<file path="src/rtl/pipelined_adder.sv">
// WIDTH-bit adder in STAGES ripple chunks, latency STAGES; all stages hold when out_valid && !out_ready (in_ready = advance).
// Optional subtract port/logic enabled by PIPELINED_ADDER_SUB_EN.
module pipelined_adder #(
    parameter int WIDTH  = 32,
    parameter int STAGES = 4
) (
    input  logic             clk,
    input  logic             rst_n,
    input  logic             in_valid,
    output logic             in_ready,
    input  logic [WIDTH-1:0] a,
    input  logic [WIDTH-1:0] b,
    input  logic             cin,
`ifdef PIPELINED_ADDER_SUB_EN
    input  logic             sub,
`endif
    output logic             out_valid,
    input  logic             out_ready,
    output logic [WIDTH-1:0] sum,
    output logic             cout,
    output logic             ovf
);

    localparam int CHUNK = WIDTH / STAGES;

    logic [STAGES-1:0] vld_q, vld_d;
    logic [STAGES-1:0] c_q, c_d;
    logic [WIDTH-1:0]  a_q [STAGES];
    logic [WIDTH-1:0]  a_d [STAGES];
    logic [WIDTH-1:0]  b_q [STAGES];
    logic [WIDTH-1:0]  b_d [STAGES];
    logic [WIDTH-1:0]  s_q [STAGES];
    logic [WIDTH-1:0]  s_d [STAGES];
    logic              ovf_q, ovf_d;
`ifdef PIPELINED_ADDER_SUB_EN
    logic [STAGES-1:0] sub_q, sub_d;
    logic              op_sub;
`endif

    logic [WIDTH-1:0] op_a, op_b, op_s;
    logic             op_c;
    logic [CHUNK-1:0] b_eff;
    logic [CHUNK:0]   chunk_sum;
    logic             advance;

    assign out_valid = vld_q[STAGES-1];
    assign advance   = !out_valid || out_ready;
    assign in_ready  = advance;
    assign sum       = s_q[STAGES-1];
    assign cout      = c_q[STAGES-1];
    assign ovf       = ovf_q;

    always_comb begin
        op_a      = '0;
        op_b      = '0;
        op_s      = '0;
        op_c      = 1'b0;
        b_eff     = '0;
        chunk_sum = '0;
        ovf_d     = 1'b0;
        vld_d     = '0;
        c_d       = '0;
`ifdef PIPELINED_ADDER_SUB_EN
        op_sub    = 1'b0;
        sub_d     = '0;
`endif
        for (int k = 0; k < STAGES; k++) begin
            // Stage 0 takes the ports; later stages take what the previous register carried.
            if (k == 0) begin
                op_a     = a;
                op_b     = b;
                op_s     = '0;
                op_c     = cin;
                vld_d[k] = in_valid;
            end else begin
                op_a     = a_q[(k > 0) ? k - 1 : 0];
                op_b     = b_q[(k > 0) ? k - 1 : 0];
                op_s     = s_q[(k > 0) ? k - 1 : 0];
                op_c     = c_q[(k > 0) ? k - 1 : 0];
                vld_d[k] = vld_q[(k > 0) ? k - 1 : 0];
            end
`ifdef PIPELINED_ADDER_SUB_EN
            op_sub = (k == 0) ? sub : sub_q[(k > 0) ? k - 1 : 0];
            if (k == 0) op_c = cin ^ sub;
            b_eff  = op_b[k*CHUNK +: CHUNK] ^ {CHUNK{op_sub}};
            sub_d[k] = op_sub;
`else
            b_eff  = op_b[k*CHUNK +: CHUNK];
`endif
            chunk_sum = {1'b0, op_a[k*CHUNK +: CHUNK]} + {1'b0, b_eff}
                      + {{CHUNK{1'b0}}, op_c};
            op_s[k*CHUNK +: CHUNK] = chunk_sum[CHUNK-1:0];
            s_d[k] = op_s;
            c_d[k] = chunk_sum[CHUNK];
            a_d[k] = op_a;
            b_d[k] = op_b;
            if (k == STAGES - 1) begin
                ovf_d = (op_a[WIDTH-1] == b_eff[CHUNK-1]) &&
                        (op_s[WIDTH-1] != op_a[WIDTH-1]);
            end
        end
    end

    always_ff @(posedge clk or negedge rst_n) begin
        if (!rst_n) begin
            vld_q <= '0;
            c_q   <= '0;
            ovf_q <= 1'b0;
`ifdef PIPELINED_ADDER_SUB_EN
            sub_q <= '0;
`endif
            for (int k = 0; k < STAGES; k++) begin
                a_q[k] <= '0;
                b_q[k] <= '0;
                s_q[k] <= '0;
            end
        end else if (advance) begin
            vld_q <= vld_d;
            c_q   <= c_d;
            ovf_q <= ovf_d;
`ifdef PIPELINED_ADDER_SUB_EN
            sub_q <= sub_d;
`endif
            for (int k = 0; k < STAGES; k++) begin
                a_q[k] <= a_d[k];
                b_q[k] <= b_d[k];
                s_q[k] <= s_d[k];
            end
        end
    end

endmodule
</file>
<file path="config.mk">
export PLATFORM = sky130hd
export DESIGN_NAME = pipelined_adder
export DESIGN_NICKNAME = d
export VERILOG_FILES = /design/src/rtl/pipelined_adder.sv
export SDC_FILE = /design/constraint.sdc
export NUM_CORES = 1
export LEC_CHECK = 0
export BUFFER_PORTS_ARGS = -buffer_cell sky130_fd_sc_hd__buf_2
export CAP_MARGIN = 20
export CORE_MARGIN = 8
export CORE_UTILIZATION = 55
export DETAILED_ROUTE_END_ITERATION = 12
export PLACE_DENSITY = 0.76
export SYNTH_ARGS = -nofsm -noshare
export SYNTH_HDL_FRONTEND = slang
export SYNTH_SLANG_ARGS = --single-unit
</file>
<file path="constraint.sdc">
create_clock -name clk -period 5.5 [get_ports clk]
set_input_delay 0.55 -clock clk [delete_from_list [all_inputs] [get_ports clk]]
set_output_delay 0.55 -clock clk [all_outputs]
set_load 0.03 [all_outputs]
</file>
# After elaboration in Yosys (flattened, before gate mapping)
# Cells that the tools add are included.
# op_classes
n_shift	0
order_cmp	0
mux	0
mul	0
bitwise_logic	0
n_div	0
add_sub_neg	8
eq_ne	2
n_reduce_logical	3
# ops
op	count
8-bit by 8-bit adder with 9-bit output	4
9-bit by 1-bit adder with 9-bit output	4
1-bit == test	1
1-bit logical AND	1
1-bit logical NOT	1
1-bit logical OR	1
1-bit inequality test	1
# word_totals
reg_bits	281
memories	0
mem_bits_rw	0
output_inout_bits	36
latchBits	0
mem_bits_ro	0
elab_cells	26

# Logic depth before layout (Yosys ltp)
# logic_depth
depth_word	4
depth_mapped	8
depth_no_buf	8

# Least setup slack after synthesis
# Ideal clock, no wire load.
# synth_timing
path_kind	input to register
from	in a[0]
to	reg s_q (netlist bit s_d[70])
path_stages	7
setup_time_ns	0.135
arrival_time_ns	2.146
setup_slack_ns	3.219
path_buffers	0
required_ns	5.365
cell_sequence	fa_1 > fa_1 > a21oi_1 > o211ai_1 > a21oi_1 > xor2_1 > o21ai_0
# synth_between
elab_chain_cells	2
# synth_rtl
item	line	source
start, declared	11	input logic [WIDTH-1:0] a,
8-bit by 8-bit adder with 9-bit output	90	chunk_sum = {1'b0, op_a[k*CHUNK +: CHUNK]} + {1'b0, b_eff}
9-bit by 1-bit adder with 9-bit output	91	+ {{CHUNK{1'b0}}, op_c};
end signal, assigned by index	127	s_q[k] <= s_d[k];
end, declared	32	logic [WIDTH-1:0] s_q [STAGES];
# Every way passes these cells.
# A chain may end at the register's enable or synchronous reset.

# Final worst setup path
# layout_timing
from	reg vld_q[3]
to	out in_ready
# layout_between
elab_chain_cells	2
# layout_rtl
item	line	source
start, declared	26	logic [STAGES-1:0] vld_q, vld_d;
start signal, assigned	118	vld_q <= vld_d;
1-bit logical NOT	47	assign advance = !out_valid || out_ready;
1-bit logical OR	47	
end, declared	10	output logic in_ready,
# Every way passes these cells.

==> results.txt <==
status: finished, final reports clean
Avg Vias per Cell: 4.97
RSZ-0062 raised after global routing: false
number of global-route vias before repair: 5656
Avg Cell Area, Syn: 8.97 µm²
worst-path fanout max: 202
DIE WIDTH: 137 µm
f_max: 348 MHz
CP cell instances: nor2b_4 -> buf_12 -> inv_4 -> buf_2
crit-path max cell delay: 560 ps
Die H: 137 µm
Synthesis Warnings: 0
actual slew at the worst max-slew pin: 817 ps
Post-CTS Resized: 0
hold crit path type: in2async
number of synthesized register bits: 185
Final Cycle Share: 0.522
Synth cell types: 35
R2R setup slack: 3080 ps
final setup vio count: 0
post-CTS setup buffer count: 0
Crit Reg-Reg Startpoint: vld_q[3]
Overflow after GRT: 0
pwr/cell area: 597 nW/µm²
CTS tree: built
Arr. time, crit path: 2320 ps
gpl congestion: 0.777
Max H-tree Level: 4
crit path launch type: flop
Clock Path Buffers: 2
Tot GR Track Use: 0.173
Starting Density: 0.560
Peak VDD IR: 0.299 mV
clock net sink count: 185
Post-synth EDFFs: 0
Post-synth ARST share: 1.00
DR WL/cell: 12.8 µm
Final Skew: 12.4 ps
DP Worst Slack: 2750 ps
antenna violations before repair: 0
Top FF cell, synth: dfrtp_1
Final Util: 0.642
CP required: 4950 ps
CTS root buffer: clkbuf_16
Final min period: 2870 ps
first-pass GRT wire length: 26.3 mm
CTS buffer count: 17
Routed WL: 15.2 mm
Ports: 105
IO Port Bufs: 104
die area: 18900 µm²
Power Total: 5550 µW
Remaining DRCs: 0
iteration count of the initial detailed-routing pass: 4
clock edge transition at the registers on the reported setup and hold paths: 60 ps
Vias: 5905
number of max-cap violations: 0
Critical path origin: vld_q[3]
# rows: 44
syn nets: 1009
Fin. Hold Viols: 0
HPWL after DPL: 10.1 mm
Syn Inst Count: 904
antenna-violating nets left: 0
sequential area share after synthesis: 0.571
clk_lat worst skew: 430 ps
Syn-to-layout area delta: 14.7%
Static Leakage: 0.00493 µW
ant diodes: 0
CP max stage cell: buf_12
first-iteration detailed-routing DRC count: 491
Pins Over Slew Limit: 0
setup_tns: 0 ps
worst reg2reg endpoint: s_d[67]
Synth Cell Area: 8110 µm²
critical path type: reg2out
Final Net Count: 1096
Final WS setup: 2630 ps
layout cell share with drive strength beyond 1: 0.148
Placeable Area: 14500 µm²
Max-slew headroom: 0.455
largest net degree at the start of global routing: 203
CP endpoint kind: output port
hold_buf cts: 0
Reg2Reg Depth: 6
## how the worst max path moves through the flow
stage                    end  cells after the start
floorplan            s_d[70]                      7
global placement    in_ready                      5
detailed placement  in_ready                      5
CTS                 in_ready                      4
global route        in_ready                      4
finish              in_ready                      4
## routing by layer
metal  vias up  routed length [µm]  global-route usage
met5         -                   0                   0
met4         0                 159              0.0676
met3         9                 893              0.0423
met2       116                6660               0.248
met1      2730                7530               0.249
li1       3050                   -                   -
## kinds of logic (layout without fill, tap and decap cells)
family	after synthesis	count (layout)	share of synthesized area
and+or+nand+nor	525	525	0.250
DFF	185	185	0.571
AOI/OAI and AO/OA	92	92	0.0707
buffers and inverters	50	149	0.0278
adders and majority gates	36	36	0.0630
xor gates and xnor gates	16	16	0.0173
## registers in the layout, summed over array words and instances (netlist names), 8 cells and up
signal	cells
a_d	40
b_d	40
op_a	8
op_b	8
op_s	24
s_d	24
sum	32
## where the power goes
part	switching [µW]	internal [µW]
logic	1320	785
clock network	504	658
registers	331	1950
total	2160	3390
## final cells by class
type,count,area [µm²]
Clock inverter,10,95.1
Sequential cell,185,4630
Tap cell,184,230
Multi-Input combinational cell,669,3260
Fill cell,1241,5180
Timing Repair Buffer,109,577
Clock buffer,21,470
Inverter,9,36.3
## layout by cell type (no fill, tap or decap), types with 5 or more instances in the layout
master	netlist	final
inv_1	9	8
a21o_1	5	5
nand2_1	487	487
nor3_1	13	13
o211ai_1	6	6
dfrtp_1	185	185
fa_1	8	8
a21oi_1	17	17
o21ai_0	34	34
buf_2	27	103
o21ai_1	6	6
nor2_1	11	11
clkbuf_16	0	17
a211oi_1	5	5
xor2_1	12	12
ha_1	28	28
## stage by stage
| stage | area [µm²] | instances | hold slack [ps] |
|---|---|---|---|
| floorplan | 8110 | 904 | 254 |
| global placement | 8730 | 1156 | 445 |
| detailed placement | 8730 | 1156 | 451 |
| CTS | 9300 | 1187 | 143 |
| global route | 9300 | 1187 | 170 |
| finish | 9300 | 1187 | 122 |
## synthesized netlist by cell type, types with 5 or more instances
master	number	area, µm²
nor3_1	13	65.1
clkbuf_1	11	41.3
o21ai_1	6	30.0
ha_1	28	350
nor2_1	11	41.3
o211ai_1	6	45.0
nand2_1	487	1830
inv_1	9	33.8
a21oi_1	17	85.1
fa_1	8	160
a211oi_1	5	37.5
xor2_1	12	105
buf_2	27	135
dfrtp_1	185	4630
o21ai_0	34	170
a21o_1	5	37.5
## worst max-delay path: cells and delay by family, from the launching register on
kind	cells	cell delay, ps
AND/OR/NAND/NOR	1	170
buffers and inverters	3	1280
flip-flops	1	360
Note: power is estimated with default switching activity, not from simulation.
